--- src/rtl/alu_pkg.sv ---
// Shared ALU definitions: datapath width, requester count, ALUOp encoding
// and a helper that flags the one unused opcode.
package alu_pkg;

   localparam int W    = 32;
   localparam int NREQ = 2;

   typedef enum logic [3:0] {
      OP_ADD     = 4'd0,
      OP_SUB     = 4'd1,
      OP_OR      = 4'd2,
      OP_PASSB   = 4'd3,
      OP_AND     = 4'd4,
      OP_XOR     = 4'd5,
      OP_NOR     = 4'd6,
      OP_SLL     = 4'd7,
      OP_SLLV    = 4'd8,
      OP_SRA     = 4'd9,
      OP_SRAV    = 4'd10,
      OP_SRL     = 4'd11,
      OP_SRLV    = 4'd12,
      OP_SLT     = 4'd13,
      OP_SLTU    = 4'd14,
      OP_ILLEGAL = 4'd15
   } alu_op_e;

   function automatic logic op_is_illegal(input logic [3:0] op);
      return op == OP_ILLEGAL;
   endfunction

endpackage

--- src/rtl/alu_share_arb_if.sv ---
// Request/response bundle of alu_share_arb.
//   master : requesters + result consumer (drive valid/op/a/b/s, resp_ready)
//   slave  : the arbiter (drives req_ready and the registered response)
// With ALU_ARB_STATS_EN defined the bundle also carries the three
// saturating statistics counters.
interface alu_share_arb_if;
   import alu_pkg::*;

   logic [1:0]   req_valid;
   logic [1:0]   req_ready;
   logic [3:0]   req_op0, req_op1;
   logic [W-1:0] req_a0, req_a1;
   logic [W-1:0] req_b0, req_b1;
   logic [4:0]   req_s0, req_s1;
   logic         resp_valid;
   logic         resp_ready;
   logic         resp_id;
   logic [W-1:0] resp_data;
   logic         resp_err;
`ifdef ALU_ARB_STATS_EN
   logic [15:0]  stat_grant0, stat_grant1, stat_stall;
`endif

   modport master (
      output req_valid, req_op0, req_op1, req_a0, req_a1,
             req_b0, req_b1, req_s0, req_s1, resp_ready,
      input  req_ready, resp_valid, resp_id, resp_data, resp_err
`ifdef ALU_ARB_STATS_EN
      , input stat_grant0, stat_grant1, stat_stall
`endif
   );

   modport slave (
      input  req_valid, req_op0, req_op1, req_a0, req_a1,
             req_b0, req_b1, req_s0, req_s1, resp_ready,
      output req_ready, resp_valid, resp_id, resp_data, resp_err
`ifdef ALU_ARB_STATS_EN
      , output stat_grant0, stat_grant1, stat_stall
`endif
   );

endinterface

--- src/rtl/alu.sv ---
// Combinational 32-bit ALU.
//   op : ALUOp, a/b : operands, s : shift amount for SLL/SRA/SRL
//   c  : result; variable shifts take the amount from a[4:0],
//        compares return 0/1, unused opcode returns 0.
module alu
   import alu_pkg::*;
(
   input  logic [3:0]   op,
   input  logic [W-1:0] a,
   input  logic [W-1:0] b,
   input  logic [4:0]   s,
   output logic [W-1:0] c
);

   always_comb begin
      c = '0;
      case (op)
         OP_ADD:   c = a + b;
         OP_SUB:   c = a - b;
         OP_OR:    c = a | b;
         OP_PASSB: c = b;
         OP_AND:   c = a & b;
         OP_XOR:   c = a ^ b;
         OP_NOR:   c = ~(a | b);
         OP_SLL:   c = b << s;
         OP_SLLV:  c = b << a[4:0];
         OP_SRA:   c = $unsigned($signed(b) >>> s);
         OP_SRAV:  c = $unsigned($signed(b) >>> a[4:0]);
         OP_SRL:   c = b >> s;
         OP_SRLV:  c = b >> a[4:0];
         OP_SLT:   c = {{(W-1){1'b0}}, ($signed(a) < $signed(b))};
         OP_SLTU:  c = {{(W-1){1'b0}}, (a < b)};
         default:  c = '0;
      endcase
   end

endmodule

--- src/rtl/rr_arb2.sv ---
// Two-way round-robin grant generator.
//   clk, reset_n : clock, async active-low reset (pointer -> requester 0)
//   valid[1:0]   : request lines
//   accept       : a granted request actually transferred this cycle
//   grant[1:0]   : one-hot (or zero) combinational grant
//   gid          : index of the granted requester
module rr_arb2 (
   input  logic       clk,
   input  logic       reset_n,
   input  logic [1:0] valid,
   input  logic       accept,
   output logic [1:0] grant,
   output logic       gid
);

   logic ptr_reg;

   always_comb begin
      grant = 2'b00;
      case (valid)
         2'b01:   grant = 2'b01;
         2'b10:   grant = 2'b10;
         2'b11:   grant = ptr_reg ? 2'b10 : 2'b01;
         default: grant = 2'b00;
      endcase
   end

   assign gid = grant[1];

   // Pointer moves to the other requester only when a transfer happens,
   // so a requester that withdraws its request does not lose its turn.
   always_ff @(posedge clk or negedge reset_n) begin
      if (!reset_n)
         ptr_reg <= 1'b0;
      else if (accept)
         ptr_reg <= ~gid;
   end

endmodule

--- src/rtl/alu_share_arb.sv ---
// Time-shares one ALU between requester 0 (EX stage) and requester 1
// (aux/debug). Round-robin grant, one-deep registered result tagged with
// the requester id, full throughput when the consumer is ready.
//   clk, reset_n : clock, async active-low reset
//   bus (slave)  : per-requester valid/ready + operands, response channel
// Optional: define ALU_ARB_STATS_EN for stat_grant0/1 and stat_stall
// saturating counters.
module alu_share_arb
   import alu_pkg::*;
(
   input  logic            clk,
   input  logic            reset_n,
   alu_share_arb_if.slave  bus
);

   localparam logic [0:0] ST_EMPTY = 1'b0;
   localparam logic [0:0] ST_FULL  = 1'b1;

   logic [0:0]   state_reg;
   logic [W-1:0] data_reg;
   logic         id_reg;
   logic         err_reg;

   logic         can_issue;
   logic         xfer;
   logic         gid;
   logic [1:0]   grant;
   logic [3:0]   alu_op;
   logic [W-1:0] alu_a, alu_b, alu_c;
   logic [4:0]   alu_s;

   rr_arb2 u_arb (
      .clk     (clk),
      .reset_n (reset_n),
      .valid   (bus.req_valid),
      .accept  (xfer),
      .grant   (grant),
      .gid     (gid)
   );

   // A new result can be accepted when the register is empty or is being
   // drained this cycle. reset_n gates ready so nothing is accepted in reset.
   assign can_issue     = (state_reg == ST_EMPTY) | bus.resp_ready;
   assign bus.req_ready = {2{can_issue & reset_n}} & grant;
   assign xfer          = |bus.req_ready;

   assign alu_op = gid ? bus.req_op1 : bus.req_op0;
   assign alu_a  = gid ? bus.req_a1  : bus.req_a0;
   assign alu_b  = gid ? bus.req_b1  : bus.req_b0;
   assign alu_s  = gid ? bus.req_s1  : bus.req_s0;

   alu u_alu (
      .op (alu_op),
      .a  (alu_a),
      .b  (alu_b),
      .s  (alu_s),
      .c  (alu_c)
   );

   always_ff @(posedge clk or negedge reset_n) begin
      if (!reset_n) begin
         state_reg <= ST_EMPTY;
         data_reg  <= '0;
         id_reg    <= 1'b0;
         err_reg   <= 1'b0;
      end else if (xfer) begin
         state_reg <= ST_FULL;
         data_reg  <= op_is_illegal(alu_op) ? '0 : alu_c;
         id_reg    <= gid;
         err_reg   <= op_is_illegal(alu_op);
      end else if (bus.resp_ready) begin
         // Drained with no replacement; payload kept as-is, only valid drops.
         state_reg <= ST_EMPTY;
      end
   end

   assign bus.resp_valid = (state_reg == ST_FULL);
   assign bus.resp_id    = id_reg;
   assign bus.resp_data  = data_reg;
   assign bus.resp_err   = err_reg;

`ifdef ALU_ARB_STATS_EN
   logic [15:0] grant_cnt_reg [2];
   logic [15:0] stall_cnt_reg;

   generate
      for (genvar gi = 0; gi < 2; gi++) begin : g_grant_cnt
         always_ff @(posedge clk or negedge reset_n) begin
            if (!reset_n)
               grant_cnt_reg[gi] <= '0;
            else if (bus.req_ready[gi] && grant_cnt_reg[gi] != 16'hFFFF)
               grant_cnt_reg[gi] <= grant_cnt_reg[gi] + 16'd1;
         end
      end
   endgenerate

   // Stall: someone is asking but nobody is accepted this cycle.
   always_ff @(posedge clk or negedge reset_n) begin
      if (!reset_n)
         stall_cnt_reg <= '0;
      else if ((|bus.req_valid) && !xfer && stall_cnt_reg != 16'hFFFF)
         stall_cnt_reg <= stall_cnt_reg + 16'd1;
   end

   assign bus.stat_grant0 = grant_cnt_reg[0];
   assign bus.stat_grant1 = grant_cnt_reg[1];
   assign bus.stat_stall  = stall_cnt_reg;
`endif

endmodule
--- src/flat_wrapper.sv ---
// flat-port wrapper written by rule: the top's interface ports become plain ports
module alu_share_arb_flat import alu_pkg::*;
  (clk, reset_n, bus_req_valid, bus_req_op0, bus_req_op1, bus_req_a0, bus_req_a1, bus_req_b0, bus_req_b1, bus_req_s0, bus_req_s1, bus_resp_ready, bus_req_ready, bus_resp_valid, bus_resp_id, bus_resp_data, bus_resp_err);
  alu_share_arb_if bus_i ();
  input  logic clk;
  input  logic reset_n;
  input wire logic [$bits(bus_i.req_valid)-1:0] bus_req_valid;
  input wire logic [$bits(bus_i.req_op0)-1:0] bus_req_op0;
  input wire logic [$bits(bus_i.req_op1)-1:0] bus_req_op1;
  input wire logic [$bits(bus_i.req_a0)-1:0] bus_req_a0;
  input wire logic [$bits(bus_i.req_a1)-1:0] bus_req_a1;
  input wire logic [$bits(bus_i.req_b0)-1:0] bus_req_b0;
  input wire logic [$bits(bus_i.req_b1)-1:0] bus_req_b1;
  input wire logic [$bits(bus_i.req_s0)-1:0] bus_req_s0;
  input wire logic [$bits(bus_i.req_s1)-1:0] bus_req_s1;
  input wire logic [$bits(bus_i.resp_ready)-1:0] bus_resp_ready;
  output wire logic [$bits(bus_i.req_ready)-1:0] bus_req_ready;
  output wire logic [$bits(bus_i.resp_valid)-1:0] bus_resp_valid;
  output wire logic [$bits(bus_i.resp_id)-1:0] bus_resp_id;
  output wire logic [$bits(bus_i.resp_data)-1:0] bus_resp_data;
  output wire logic [$bits(bus_i.resp_err)-1:0] bus_resp_err;
  assign bus_i.req_valid = bus_req_valid;
  assign bus_i.req_op0 = bus_req_op0;
  assign bus_i.req_op1 = bus_req_op1;
  assign bus_i.req_a0 = bus_req_a0;
  assign bus_i.req_a1 = bus_req_a1;
  assign bus_i.req_b0 = bus_req_b0;
  assign bus_i.req_b1 = bus_req_b1;
  assign bus_i.req_s0 = bus_req_s0;
  assign bus_i.req_s1 = bus_req_s1;
  assign bus_i.resp_ready = bus_resp_ready;
  assign bus_req_ready = bus_i.req_ready;
  assign bus_resp_valid = bus_i.resp_valid;
  assign bus_resp_id = bus_i.resp_id;
  assign bus_resp_data = bus_i.resp_data;
  assign bus_resp_err = bus_i.resp_err;
  alu_share_arb u_core (.clk(clk), .reset_n(reset_n), .bus(bus_i));
endmodule
--- config.mk ---
export PLATFORM = sky130hd
export DESIGN_NAME = alu_share_arb_flat
export DESIGN_NICKNAME = d
export VERILOG_FILES = /design/src/rtl/alu_pkg.sv /design/src/rtl/alu_share_arb_if.sv /design/src/rtl/alu.sv /design/src/rtl/rr_arb2.sv /design/src/rtl/alu_share_arb.sv /design/src/flat_wrapper.sv
export SDC_FILE = /design/constraint.sdc
export NUM_CORES = 1
export LEC_CHECK = 0
export BUFFER_PORTS_ARGS = -buffer_cell sky130_fd_sc_hd__buf_2
export CORE_MARGIN = 10
export CORE_UTILIZATION = 40
export CTS_BUF_LIST = sky130_fd_sc_hd__clkbuf_4 sky130_fd_sc_hd__clkbuf_8
export DETAILED_ROUTE_END_ITERATION = 10
export SLEW_MARGIN = 40
export SYNTH_ARGS = -nofsm -noshare
export SYNTH_HDL_FRONTEND = slang
export SYNTH_SLANG_ARGS = --single-unit
--- constraint.sdc ---
create_clock -name clk -period 6.4 [get_ports clk]
set_input_delay 0.32 -clock clk [delete_from_list [all_inputs] [get_ports clk]]
set_output_delay 0.32 -clock clk [all_outputs]
set_load 0.05 [all_outputs]
Word level (Yosys, flattened, before mapping)

Cells that the tools add are included.
Widths: inputs -> output; s select.

Latch bits: 0
Memories kept: 0
Input bits: 151
Output and inout bits: 37
Bits in read-only memories: 0
Word-level logic and storage cells: 55
Bits in writable memories: 0
Register bits after elaboration: 36

Div/mod/pow operators: 0
Bitwise operators: 9
Muxes and demuxes: 10
Shift operators: 6
Reductions and logical operators: 3
Multipliers: 0
Equal/unequal tests: 18
Magnitude comparators: 2
Add/subtract/negate cells: 2

Operators by type and width:

| cell               | count |
|---|---|
| $pmux 32 s15       | 1 |
| $mux 32            | 3 |
| $lt 32x32->1       | 2 |
| $shl 32x5->32      | 2 |
| $shr 32x5->32      | 2 |
| $sshr 32x5->32     | 2 |
| $add 32x32->32     | 1 |
| $and 32x32->32     | 1 |
| $eq 4x4->1 const B | 8 |
| $not 32->32        | 1 |
| $or 32x32->32      | 1 |
| $sub 32x32->32     | 1 |
| $xor 32x32->32     | 1 |
| $eq 4x3->1 const B | 4 |
| $eq 4x2->1 const B | 2 |
| $pmux 2 s3         | 1 |
| $mux 5             | 1 |
| $eq 2x2->1 const B | 2 |
| $eq 4x1->1 const B | 1 |
| $logic_not 4->1    | 1 |
| $mux 4             | 1 |
| $and 2x2->2        | 1 |
| $eq 2x1->1 const B | 1 |
| $mux 1             | 2 |
| 6 further kinds    | 7 |

Depth between registers and ports, before layout

Depth after elaboration: 7
Gate-level depth with buffers: 23
Mapped depth without buffers: 16

Cells and area by module

From an unflattened synthesis, not the netlist that was laid out.

Cell total of the unflattened synthesis: 1833
Area total of the unflattened synthesis: 13190.2 sq um

Modules (own cells, without submodules):

| module        | seq. area each (sq um) | cells an instance | times used | area each (sq um) |
|---|---|---|---|---|
| alu           | 0.0                    | 1577              | 1          | 10482.6 |
| alu_share_arb | 875.8                  | 249               | 1          | 2643.8 |
| rr_arb2       | 25.0                   | 7                 | 1          | 63.8 |

Worst setup path after synthesis

Ideal clock, no wire load.

Kind: register to register
From: reg u_core.u_arb.ptr_reg
To: reg u_core.data_reg[31] (netlist: u_core.bus.resp_data[31])
Buffers on the path: 8
Required time: 6.259 ns
Clock period less this slack: 5.223 ns
Library setup time: 0.141 ns
Path slack: 1.177 ns
Arrival: 5.081 ns
Cell stages (with the launch flop): 24
Cells stage by stage: dfrtp_1 -> nand2b_1 -> buf_2 -> nand2_2 -> buf_2 -> clkbuf_1 -> clkbuf_1 -> buf_2 -> buf_1 -> clkbuf_1 -> nand2_1 -> nand2_1 -> ha_1 -> buf_2 -> inv_1 -> or4_1 -> a2111oi_0 -> o31ai_1 -> a211oi_2 -> nand2_1 -> a211oi_1 -> o22ai_1 -> mux2i_1 -> a41oi_1

Longest elaborated chain between the ends: 7
Elaborated cells on any way between the ends: 38
Classes of those cells: 2 x add/sub; 15 x eq/ne; 6 x shift; 8 x mux; 5 x bitwise; 2 x reduce/logical

Ends and longest elaborated chain:

| item                                                                   | RTL line            | RTL |
|---|---|---|
| from (decl)                                                            | rr_arb2.sv:16       | `logic ptr_reg;` |
| from (signal assigned)                                                 | rr_arb2.sv:36       | `ptr_reg <= ~gid;` |
| $mux 2 *                                                               | rr_arb2.sv:23       | `2'b11: grant = ptr_reg ? 2'b10 : 2'b01;` |
| $pmux 2 s3 *                                                           | rr_arb2.sv:20       | `case (valid)` |
| parallel branches: the longest is 5 deep, another holds $sub 32x32->32 | --                  |  |
| to (signal assigned)                                                   | alu_share_arb.sv:68 | `data_reg <= op_is_illegal(alu_op) ? '0 : alu_c;` |
| to (decl)                                                              | alu_share_arb.sv:20 | `logic [W-1:0] data_reg;` |

Mark *: on every way between the ends.
A chain may end at the register's enable or synchronous reset.

Worst setup path in the final report

Ends and elaborated chain as after synthesis.

==> run summary <==
Run status: completed
Num rows: 71
Layout Utilization: 45.2%
Tcrit/Tclk final: 88.4%
Number of hold buffers added after cts: 0
Largest net degree at the start of global routing: 53
Via count: 20200
Slew headroom: 33.1%
Initial drt markers: 3473
CP Max Fanout: 25
Finished Layout Cells: 2843
Die Y: 216 µm
Sequential power share: 9.1%
Filler cell count: 4057
DIE AREA: 46600 µm²
Unique masters post-synth: 89
WS Path Type: flop to flop
Async set-reset flop share out of synthesis: 100%
Number of flip-flops in the largest register: 32
Cell count after synthesis: 2230
Fin. Hold Viols: 0
Sequential fraction of the synthesis area: 5.87%
GR Util All Layers: 39.3%
H-tree lvl count: 2
Syn Area/Cell: 6.88 µm²
Antenna violations before repair: 1
Max-slew violation count: 0
Actual slew at the worst max-slew pin: 0.997 ns
Overflow after GRT: 0
Clk slew on worst S/H paths: 0.10 ns
CTS max path bufs: 2
Final Skew: 0.00585 ns
NumNets Final: 2587
Core ar.: 37800 µm²
Mapped cell area: 15300 µm²
Setup TNS: 0 ns
Fraction of layout cells with a size suffix above 1: 17.3%
Number of global-route vias before repair: 18600
WP data arrival: 5.85 ns
Synthesized flop and latch total: 36
DP HPWL: 77.5 mm
Startpoint types: flop
CTS Sinks: 36
Top FF cell, synth: dfrtp_1
Worst-Skew Late Latency: 0.34 ns
CTS tree: done
Leakage power: 0.00744 µW
Number of synthesized flops with an enable pin: 0
Post-Place Setup Slack: 0.795 ns
Power share of the combinational group: 84.5%
Number of setup violations in the final report: 0
Shortest period the worst path allows: 5.66 ns
Clk pwr share: 6.3%
Post-Place Cells: 2834
Internal power: 1370 µW
Switch Pwr: 2460 µW
First-pass GRT wire length: 137 mm
Clk root buf: clkbuf_8
Routability cong.: 1.11
Area Overhead vs Synth: 11.3%
Routed wire length: 97.0 mm
Hold WS: 0.0677 ns
RSZ-0062 raised after global routing: false
Syn Nets: 2486
Post-CTS setup buffer count: 0
Initial DRT Pass Iterations: 7
Worst Setup End Kind: flop
Hold Crit Class: input pin to asynchronous set/reset pin
Switching Fraction: 64.2%
Top Ports: 188
Routed wire per std cell: 34.1 µm
Antenna Cells: 0
Synth warn: 0
PortBufs: 187
Max_cap viols: 0
Setup slack after layout: 0.744 ns
Resized Gates After CTS: 0
Vias per inst: 7.11
P per Cell Area: 224 nW/µm²
Worst EP required: 6.59 ns
Starting Density: 40.6%
Die X: 216 µm
DRT antenna net count: 0
CTS Buf Count: 5
Fmax achieved: 177 MHz
DRC: 0
Peak supply drop: 117 µV
## routing by layer
metal / routed length (µm) / up-vias / GRT usage, %
met5: 0 / - / 0
met4: 5870 / 0 / 19.3
met3: 12500 / 301 / 9.47
met2: 40000 / 1677 / 57.6
met1: 38600 / 9653 / 52.7
li1: - / 8592 / -
## worst paths after layout
check / start / end / slack [ns] / cells past startpoint
setup / recovery: u_core.u_arb.ptr_reg / u_core.bus.resp_data[31] / 0.74 / 16
hold / removal: reset_n / u_core.bus.resp_err / 0.07 / 2
setup reg to reg: u_core.u_arb.ptr_reg / u_core.bus.resp_data[31] / 0.74 / 16
hold reg to reg: u_core.bus.resp_valid / u_core.bus.resp_valid / 0.51 / 2
max in group asynchronous: reset_n / u_core.bus.resp_data[2] / 5.86 / 2
min in group clk: bus_resp_ready / u_core.bus.resp_valid / 0.24 / 3
## cells in the final DEF, fill, tap and decap left out, drive strengths merged, types with 9 or more instances in the layout
cell type and n:
a2111oi 10, a211oi 37, a21o 26, a21oi 191, a221o 12, a221oi 36, a222oi 14, a22oi 36
a311oi 10, a31oi 34, a32oi 10, and2 15, and3 15, buf 264, dfrtp 36, ha 103
inv 110, mux2 61, mux2i 227, nand2 320, nand2b 22, nand3 37, nor2 162, nor2b 17
nor3 53, nor4 11, o2111ai 20, o211ai 54, o21a 15, o21ai 107, o21bai 9, o221ai 21
o22ai 23, o31ai 14, or2 9, or3 17, xnor2 44
## power by group through the flow
stage / clock, µW / combinational, µW / sequential [µW]
after detailed placement: 0 / 3060 / 349
after global placement: 0 / 3040 / 348
after global routing: 249 / 3340 / 351
after floorplan: 0 / 1760 / 522
final: 242 / 3230 / 349
after CTS: 243 / 3080 / 345
## area by class of cell
cell class	instances	area, µm²	area share (%)
Multi-Input combinational cell	1913	13500	79.0
Timing Repair Buffer	264	1510	8.87
Sequential cell	36	901	5.28
Tap cell	511	639	3.75
Inverter	111	417	2.44
Clock buffer	5	68.8	0.403
Clock inverter	3	42.5	0.249
## Yosys cell counts (all sizes together), types with 23 or more instances
| library cell | count | area [µm²] |
|---|---|---|
| o211ai | 54 | 410 |
| xnor2 | 44 | 385 |
| o21ai | 107 | 536 |
| a221oi | 36 | 322 |
| a22oi | 36 | 270 |
| nand2 | 320 | 1200 |
| mux2i | 227 | 2290 |
| dfrtp | 36 | 901 |
| inv | 110 | 413 |
| a211oi | 37 | 283 |
| nand3 | 37 | 185 |
| nor2 | 162 | 611 |
| a31oi | 34 | 213 |
| clkbuf | 92 | 348 |
| o22ai | 23 | 144 |
| a21oi | 191 | 956 |
| ha | 103 | 1290 |
| nor3 | 53 | 265 |
| buf | 78 | 412 |
| a21o | 26 | 195 |
| mux2 | 61 | 687 |
## logic make-up (layout without fill, tap and decap cells)
kind of cell | count (synthesis) | after routing | synth area share (%)
XOR/XNOR | 45 | 45 | 2.57
AO/OA/AOI/OAI | 757 | 757 | 34.0
AND/OR/NAND/NOR | 714 | 714 | 21.2
flip-flops | 36 | 36 | 5.87
multiplexers | 292 | 292 | 20.0
buffers and inverters | 281 | 383 | 7.67
adder cells (fa/ha/maj) | 105 | 105 | 8.66
## worst max-delay path, cell delays in order, from the launching register on
cell and delay [ns]:
dfrtp_1 0.42, nor2b_1 0.60, nor2_4 0.13, buf_4 0.28, mux2i_1 0.41, inv_1 0.13, ha_1 0.49, inv_1 0.13
or4_1 0.57, a2111oi_1 0.75, o31ai_1 0.29, a211oi_2 0.44, nand2_1 0.17, a211oi_1 0.25, o22ai_1 0.13, mux2i_1 0.18
a41oi_1 0.13
## through the flow
step	total power, µW	area (µm²)
global route	3940	17100
floorplan	2280	15300
detailed placement	3410	16900
CTS	3670	17000
finish	3820	17100
global placement	3390	16900
Power figures use the tool's default switching activity.
